$ cat config.mk
export PLATFORM = sky130hd
export DESIGN_NAME = popcount_classify_seq
export DESIGN_NICKNAME = d
export VERILOG_FILES = /design/src/rtl/popcount_classify_seq.sv
export SDC_FILE = /design/constraint.sdc
export NUM_CORES = 1
export LEC_CHECK = 0
export CORE_MARGIN = 2
export CORE_UTILIZATION = 50
export DETAILED_ROUTE_END_ITERATION = 12
export DONT_BUFFER_PORTS = 1
export HOLD_SLACK_MARGIN = 0.1
export PLACE_DENSITY = 0.64
export SYNTH_ARGS = -nofsm -noshare
export SYNTH_HDL_FRONTEND = slang
export SYNTH_SLANG_ARGS = --single-unit
$ cat constraint.sdc
create_clock -name clk -period 8.3 [get_ports clk]
set_input_delay 1.245 -clock clk [delete_from_list [all_inputs] [get_ports clk]]
set_output_delay 1.245 -clock clk [all_outputs]
set_load 0.01 [all_outputs]
$ cat src/rtl/popcount_classify_seq.sv
// Multi-cycle set-bit classifier: scans a W-bit vector C bits per cycle and
// reports the exact count plus zero / exactly-one / more-than-one flags.
module popcount_classify_seq #(
  parameter int W          = 32,
  parameter int C          = 8,
  parameter int EARLY_EXIT = 1,
  localparam int CNT_W     = $clog2(W + 1)
) (
  input  logic             clk,
  input  logic             rst,
  input  logic             in_vld,
  input  logic [W-1:0]     in_x,
  input  logic             in_inv,
  output logic             in_rdy,
  output logic             out_vld,
  input  logic             out_rdy,
  output logic [CNT_W-1:0] out_cnt,
  output logic             out_has_set_0,
  output logic             out_has_set_1,
  output logic             out_has_set_more_than_1,
  output logic             busy
);

  localparam int N     = W / C;
  localparam int IDX_W = (N > 1) ? $clog2(N) : 1;

  typedef enum logic [1:0] {
    S_IDLE,
    S_SCAN,
    S_DONE
  } state_t;

  state_t             state_q, state_d;
  logic [W-1:0]       sreg_q, sreg_d;
  logic [CNT_W-1:0]   acc_q, acc_d;
  logic [IDX_W-1:0]   idx_q, idx_d;
  logic               out_vld_q, out_vld_d;
  logic [CNT_W-1:0]   out_cnt_q, out_cnt_d;
  logic               zero_q, zero_d;
  logic               one_q, one_d;
  logic               more_q, more_d;

  logic [CNT_W-1:0]   chunk_pc;
  logic [CNT_W-1:0]   sum;
  logic [W-1:0]       sreg_shift;
  logic               last_chunk;
  logic               rest_zero;

  // Popcount of the chunk currently at the bottom of the shift register.
  always_comb begin
    chunk_pc = '0;
    for (int i = 0; i < C; i++) begin
      chunk_pc = chunk_pc + CNT_W'(sreg_q[i]);
    end
  end

  // C == W leaves nothing to shift in; spell it out instead of shifting by W.
  generate
    if (C == W) begin : g_single_chunk
      assign sreg_shift = '0;
    end else begin : g_multi_chunk
      assign sreg_shift = {{C{1'b0}}, sreg_q[W-1:C]};
    end
  endgenerate

  assign sum        = acc_q + chunk_pc;
  assign last_chunk = (idx_q == IDX_W'(N - 1));
  assign rest_zero  = (EARLY_EXIT != 0) && (sreg_shift == '0);

  always_comb begin
    state_d   = state_q;
    sreg_d    = sreg_q;
    acc_d     = acc_q;
    idx_d     = idx_q;
    out_vld_d = out_vld_q;
    out_cnt_d = out_cnt_q;
    zero_d    = zero_q;
    one_d     = one_q;
    more_d    = more_q;

    case (state_q)
      S_IDLE: begin
        if (in_vld) begin
          sreg_d  = in_x ^ {W{in_inv}};
          acc_d   = '0;
          idx_d   = '0;
          state_d = S_SCAN;
        end
      end
      S_SCAN: begin
        acc_d  = sum;
        sreg_d = sreg_shift;
        idx_d  = idx_q + IDX_W'(1);
        if (last_chunk || rest_zero) begin
          state_d   = S_DONE;
          out_vld_d = 1'b1;
          out_cnt_d = sum;
          zero_d    = (sum == '0);
          one_d     = (sum == CNT_W'(1));
          // Written as "neither 0 nor 1" so it folds to 0 when W == 1.
          more_d    = (sum != '0) && (sum != CNT_W'(1));
        end
      end
      S_DONE: begin
        if (out_rdy) begin
          state_d   = S_IDLE;
          out_vld_d = 1'b0;
          out_cnt_d = '0;
          zero_d    = 1'b0;
          one_d     = 1'b0;
          more_d    = 1'b0;
        end
      end
      default: begin
        state_d   = S_IDLE;
        out_vld_d = 1'b0;
        out_cnt_d = '0;
        zero_d    = 1'b0;
        one_d     = 1'b0;
        more_d    = 1'b0;
      end
    endcase
  end

  always_ff @(posedge clk or posedge rst) begin
    if (rst) begin
      state_q   <= S_IDLE;
      sreg_q    <= '0;
      acc_q     <= '0;
      idx_q     <= '0;
      out_vld_q <= 1'b0;
      out_cnt_q <= '0;
      zero_q    <= 1'b0;
      one_q     <= 1'b0;
      more_q    <= 1'b0;
    end else begin
      state_q   <= state_d;
      sreg_q    <= sreg_d;
      acc_q     <= acc_d;
      idx_q     <= idx_d;
      out_vld_q <= out_vld_d;
      out_cnt_q <= out_cnt_d;
      zero_q    <= zero_d;
      one_q     <= one_d;
      more_q    <= more_d;
    end
  end

  assign in_rdy                  = (state_q == S_IDLE);
  assign busy                    = (state_q != S_IDLE);
  assign out_vld                 = out_vld_q;
  assign out_cnt                 = out_cnt_q;
  assign out_has_set_0           = zero_q;
  assign out_has_set_1           = one_q;
  assign out_has_set_more_than_1 = more_q;

endmodule

; ---- Word-level counts from Yosys, hierarchy flattened
; Cells that the tools add are included.
[totals]
regBits = 52
in_bits = 37
output_inout_bits = 12
elab_cells = 61
[classes]
add_sub_neg = 9
n_eq_ne = 8
muxes = 22
bitwise_logic = 2
reduce_logical = 11
[ops]
columns = cell, count
row1 = case mux 32 bit (2 select lines), 1
row2 = zero test 32 bit, 1
row3 = 2-to-1 mux 32 bit, 1
row4 = bitwise XOR 32 bit, 1
row5 = 2-to-1 mux 6 bit, 3
row6 = case mux 6 bit (3 select lines), 1
row7 = adder 6 x 1 -> 6 bit, 2
row8 = case mux 1 bit (3 select lines), 4
row9 = case mux 6 bit (2 select lines), 1
row10 = 2-to-1 mux 2 bit, 4
row11 = adder 5 x 1 -> 6 bit, 1
row12 = adder 6 bit, 1
row13 = == test 6 x 1 -> 1 bit (second input constant), 1
row14 = zero test 6 bit, 1
row15 = != test 2 bit (second input constant), 3
row16 = != test 6 x 1 -> 1 bit (second input constant), 1
row17 = case mux 2 bit (3 select lines), 1
row18 = AND reduction 3 bit, 2
row19 = nonzero test 6 bit, 1
row20 = adder 4 x 1 -> 5 bit, 1
row21 = 2-to-1 mux 1 bit, 5
row22 = adder 3 x 1 -> 4 bit, 1
row23 = == test 2 bit (second input constant), 2
row24 = case mux 2 bit (2 select lines), 1
row25 = other kinds (10), 11

; ---- Logic depth before layout (Yosys ltp)
[logic_depth]
depth_word = 12
mapped_depth = 13
mapped_depth_nobuf = 13

; ---- Worst setup path before layout
; OpenSTA, ideal clock, no wires.
[synth_path]
path_kind = register to register
startpoint = register sreg_q[0]
endpoint = register zero_q (netlist: out_has_set_0)
setup_ps = 68
arrival_time_ps = 3591
required_time_ps = 8232
setup_slack_ps = 4641
stages_incl_launch_ff = 13
path_buffers = 0
synth_period_minus_slack_ps = 3659
path_cell_list = dfrtp_1 -> fa_1 -> inv_1 -> fa_1 -> fa_1 -> fa_1 -> fa_1 -> and2b_1 -> o21ai_1 -> nand2b_2 -> xnor2_1 -> nor4_2 -> a32o_1
[synth_between]
elab_chain_len = 11
[synth_rtl]
columns = element, line
row1 = "start, declared", 34  ; logic [W-1:0] sreg_q, sreg_d;
row2 = "start signal, assigned", 138  ; sreg_q <= sreg_d;
row3 = adder 1 x 1 -> 2 bit, 53  ; chunk_pc = chunk_pc + CNT_W'(sreg_q[i]);
row4 = adder 2 x 1 -> 3 bit, 53
row5 = adder 3 x 1 -> 4 bit, 53
row6 = adder 4 x 1 -> 5 bit, 53
row7 = adder 5 x 1 -> 6 bit, 53
row8 = adder 6 x 1 -> 6 bit (2 in series), 53
row9 = adder 6 bit, 66  ; assign sum = acc_q + chunk_pc;
row10 = zero test 6 bit, 98  ; zero_d = (sum == '0);
row11 = 2-to-1 mux 1 bit, 94  ; if (last_chunk || rest_zero) begin
row12 = case mux 1 bit (3 select lines), 81  ; case (state_q)
row13 = "end signal, assigned", 143  ; zero_q <= zero_d;
row14 = "end, declared", 39  ; logic zero_q, zero_d;
; No other way between the ends. The select of a mux whose other input is x is not followed.
; A chain may end at the register's enable or synchronous reset.

; ---- Worst setup path after layout
; Same ends and word-level chain as after synthesis.

==> impl_metrics.xml <==
<?xml version="1.0" encoding="UTF-8"?>
<metrics>
  <group name="global_route">
    <metric name="grtUsageTotal" unit="%">20.8</metric>
    <metric name="overflow" unit="">0</metric>
    <metric name="antenna_found_initial" unit="">0</metric>
    <metric name="pin_count_of_the_biggest_net_entering_global_routing" unit="">53</metric>
    <metric name="grt_pass1_vias" unit="">2002</metric>
    <metric name="wire_length_of_the_first_global_routing_pass" unit="mm">10.1</metric>
  </group>
  <group name="floorplan">
    <metric name="die-area" unit="mm²">0.00650</metric>
    <metric name="chipHeight" unit="µm">80.7</metric>
    <metric name="fp.coreArea" unit="mm²">0.00557</metric>
    <metric name="design.portCount" unit="">49</metric>
    <metric name="fp.dieW" unit="µm">80.7</metric>
    <metric name="floorplan.initialDensity" unit="%">52.7</metric>
    <metric name="fp-row-count" unit="">27</metric>
  </group>
  <group name="placement">
    <metric name="numPortBuffers" unit="">0</metric>
    <metric name="detailed_place.area" unit="mm²">0.00298</metric>
    <metric name="gpl.final_weighted_congestion" unit="">0.792</metric>
    <metric name="detailed_place_hpwl" unit="mm">4.30</metric>
  </group>
  <group name="sta">
    <metric name="final-max-slew-violation-count" unit="">0</metric>
    <metric name="hold_ws" unit="ns">0.500</metric>
    <metric name="setup_viol" unit="">0</metric>
    <metric name="max_frequency" unit="MHz">259</metric>
    <metric name="skew" unit="ns">0.00604</metric>
    <metric name="hold_viol_final" unit="">0</metric>
    <metric name="slew_of_the_pin_with_the_lowest_slew_margin" unit="ns">1.17</metric>
    <metric name="fin_tns_setup" unit="ns">0</metric>
    <metric name="fin_crit_sh" unit="%">46.5</metric>
    <metric name="layout_min_cycle_time" unit="ns">3.86</metric>
    <metric name="worst_slew_margin_rel" unit="%">21.7</metric>
    <metric name="grt_setup_unrepaired" unit="">false</metric>
  </group>
  <group name="detailed_routing">
    <metric name="dr_total_vias" unit="">2059</metric>
    <metric name="route.detailed.vias_per_inst" unit="">5.77</metric>
    <metric name="drtIter0Drc" unit="">96</metric>
    <metric name="antenna_left" unit="">0</metric>
    <metric name="post_drt_wl_per_cell" unit="µm">17.1</metric>
    <metric name="remaining_drcs" unit="">0</metric>
    <metric name="wirelength" unit="mm">6.12</metric>
    <metric name="drt_pass1_iterations" unit="">4</metric>
  </group>
  <group name="worst_setup_path">
    <metric name="r2r_slack" unit="ns">4.44</metric>
    <metric name="crit_path_cell_trace" unit="">fa_1 -&gt; inv_1 -&gt; fa_1 -&gt; fa_1 -&gt; fa_1 -&gt; fa_1 -&gt; and2b_1 -&gt; o21ai_1 -&gt; nand2b_2 -&gt; xnor2_1 -&gt; nor4_2 -&gt; a32o_1</metric>
    <metric name="timing.critical_path.slowest_cell_delay" unit="ns">0.53</metric>
    <metric name="worst_path_dominant_cell_family" unit="">adder cells</metric>
    <metric name="cp_data_arrival_time" unit="ns">4.11</metric>
    <metric name="cp.buffers_inverters" unit="">1</metric>
    <metric name="critPathSlowestCell" unit="">fa_1</metric>
    <metric name="path_common_cell" unit="">fa_1</metric>
    <metric name="required" unit="ns">8.55</metric>
    <metric name="timing.critical_path.to_type" unit="">register</metric>
    <metric name="path_class" unit="">register to register</metric>
    <metric name="critical_path.startpoint_type" unit="">register</metric>
    <metric name="worstPathMaxFanout" unit="">3</metric>
  </group>
  <group name="synth">
    <metric name="synthesis.area" unit="mm²">0.00294</metric>
    <metric name="synth-edff-count" unit="">0</metric>
    <metric name="synthDominantCellAreaShare" unit="%">44.3</metric>
    <metric name="post_synth_and_or_nand_nor_area_fraction" unit="%">12.6</metric>
    <metric name="share_of_the_synthesized_netlist_area_taken_by_xor_and_xnor_gates" unit="%">10.7</metric>
    <metric name="yosys_warning_total" unit="">0</metric>
    <metric name="synth_area_leaders" unit="">dfrtp_1, nor2b_1, xnor2_1, xor2_1, o22a_1</metric>
    <metric name="postSynthCellCount" unit="">291</metric>
    <metric name="synth_area_per_inst" unit="µm²">10.1</metric>
    <metric name="synthAdderAreaFrac" unit="%">6.39</metric>
    <metric name="yosys_register_bits" unit="">52</metric>
    <metric name="synth-async-reset-ratio" unit="%">100</metric>
    <metric name="synthDominantAreaCellType" unit="">dfrtp_1</metric>
    <metric name="synthMuxAreaShare" unit="%">0</metric>
    <metric name="postSynthNetCount" unit="">340</metric>
    <metric name="synth_seq_area_share" unit="%">44.3</metric>
    <metric name="synth_compound_area_share" unit="%">21.8</metric>
    <metric name="largest_family_of_logic_cells_by_synthesized_area" unit="">compound AO/OA/AOI/OAI gates</metric>
    <metric name="synth_top_flop_cell" unit="">dfrtp_1</metric>
    <metric name="netlist-cell-type-count" unit="">34</metric>
  </group>
  <group name="cells_and_area">
    <metric name="diodes" unit="">0</metric>
    <metric name="areaGrowthSynthToFinish" unit="%">4.73</metric>
    <metric name="drive_gt1_share" unit="%">7.37</metric>
    <metric name="final_cell_area" unit="mm²">0.00308</metric>
    <metric name="finish.net_count" unit="">333</metric>
  </group>
  <group name="cts">
    <metric name="cts-resized-gates" unit="">0</metric>
    <metric name="cts.sink_count" unit="">52</metric>
    <metric name="clock-root-buffer" unit="">clkbuf_8</metric>
    <metric name="cts_made_buffers" unit="">5</metric>
    <metric name="post_cts_setup_repair_bufs" unit="">0</metric>
    <metric name="worst_setup_hold_path_clk_slew" unit="ns">0.09</metric>
    <metric name="h-tree-depth" unit="">2</metric>
    <metric name="cts_tree" unit="">yes</metric>
    <metric name="clock_insertion_delay_worst_skew" unit="ns">0.31</metric>
    <metric name="max-clock-path-buffers" unit="">2</metric>
    <metric name="ctsHoldBuffers" unit="">0</metric>
  </group>
  <group name="run">
    <metric name="cap_violations" unit="">0</metric>
  </group>
  <group name="pwr">
    <metric name="power.density" unit="mW/mm²">479</metric>
    <metric name="irDropWorstVdd" unit="mV">0.197</metric>
    <metric name="p_leak" unit="nW">1.35</metric>
  </group>
  <group name="status">
    <metric name="status" unit="">completed</metric>
  </group>
  <group name="hold_path">
    <metric name="worst_hold_class" unit="">register to register</metric>
  </group>
</metrics>
-- cell type report --
cell class / instances / area [µm²]
Clock buffer: 6 / 82.6
Clock inverter: 2 / 10.0
Fill cell: 521 / 2500
Inverter: 13 / 48.8
Multi-Input combinational cell: 208 / 1510
Sequential cell: 52 / 1300
Tap cell: 72 / 90.1
Timing Repair Buffer: 4 / 30.0
-- logic make-up (layout without fill, tap and decap cells) --
group                    after synthesis  in the layout
AO/OA/AOI/OAI                         94             94
adder cells (fa/ha/maj)               12             12
AND/OR/NAND/NOR                       66             66
flip-flops                            52             52
buffers and inverters                 31             25
XOR/XNOR                              36             36
-- final timing paths --
check                      startpoint       endpoint  cells after the start
min                          acc_q[1]       acc_q[1]                      2
max reg2reg                 sreg_q[0]  out_has_set_0                     12
min in group asynchronous         rst     out_cnt[0]                      2
max                         sreg_q[0]  out_has_set_0                     12
min reg2reg                  acc_q[1]       acc_q[1]                      2
max in group asynchronous         rst      sreg_q[3]                      2
-- tightest hold or removal path, stage by stage (launching register included) --
cell and delay, ns:
dfrtp_1 0.36, nand2_1 0.05, o21ai_0 0.06
-- Yosys cell counts (2+ instances only) --
library cell  instances
nor2b_1              26
and2b_1               2
ha_1                  7
nor2_1                7
a21o_1                2
or2_2                 2
dfrtp_1              52
nand2_1              15
clkbuf_1             11
buf_2                 5
o22a_1               16
a22oi_1               8
o22ai_1               2
o21ai_0              20
a22o_1               12
fa_1                  5
a21oi_1              24
xor2_1               18
o21ai_2               2
nor4_1                6
xnor2_1              18
inv_1                13
a2bb2oi_1             5
buf_1                 2
nand2b_1              2
-- per-layer routing --
layer | GRT usage [%] | wire length, µm | up-vias
li1 | - | - | 1009
met1 | 30.9 | 2940 | 986
met2 | 30.3 | 2770 | 57
met3 | 4.27 | 322 | 7
met4 | 7.12 | 90 | 0
met5 | 0 | 0 | -
-- state kept, by name (all words and copies together), names as in the netlist --
| signal | cells |
|---|---|
| idx_q | 2 |
| state_q | 2 |
| out_cnt | 6 |
| out_has_set_more_than_1 | 1 |
| out_has_set_1 | 1 |
| out_has_set_0 | 1 |
| acc_q | 6 |
| out_vld | 1 |
| sreg_q | 32 |
-- placed cells by master, fill, tap and decap left out, types with 2 or more instances in the layout --
cell / netlist / layout
a21oi_1: 24 / 24
nand2_1: 15 / 15
and2b_1: 2 / 2
buf_4: 0 / 4
a22o_1: 12 / 12
or2_2: 2 / 2
fa_1: 5 / 5
inv_1: 13 / 12
clkinv_2: 0 / 2
o21ai_2: 2 / 2
a2bb2oi_1: 5 / 5
nor4_1: 6 / 6
a21o_1: 2 / 2
nor2b_1: 26 / 26
xor2_1: 18 / 18
ha_1: 7 / 7
clkbuf_8: 0 / 6
xnor2_1: 18 / 18
o21ai_0: 20 / 20
nand2b_1: 2 / 2
nor2_1: 7 / 7
dfrtp_1: 52 / 52
o22ai_1: 2 / 2
a22oi_1: 8 / 8
o22a_1: 16 / 16
-- where the power goes --
part / switching, mW / internal, mW / leakage [nW] / total (mW)
Combinational: 0.471 / 0.384 / 0.651 / 0.855
Clock: 0.0830 / 0.0667 / 0.0510 / 0.150
Sequential: 0.0951 / 0.375 / 0.651 / 0.470
Total: 0.649 / 0.826 / 1.35 / 1.47
-- stage by stage --
step           setup WS [ns]  util, %  power [mW]  instances
6_report                4.44     55.2        1.47        357
2_1_floorplan           4.64        -        1.14        291
5_1_grt                 4.21     55.2        1.62        357
3_3_place_gp            4.48     53.5        1.32        349
4_1_cts                 4.43     55.2        1.49        357
3_5_place_dp            4.43     53.5        1.34        349
Power figures use the tool's default switching activity.
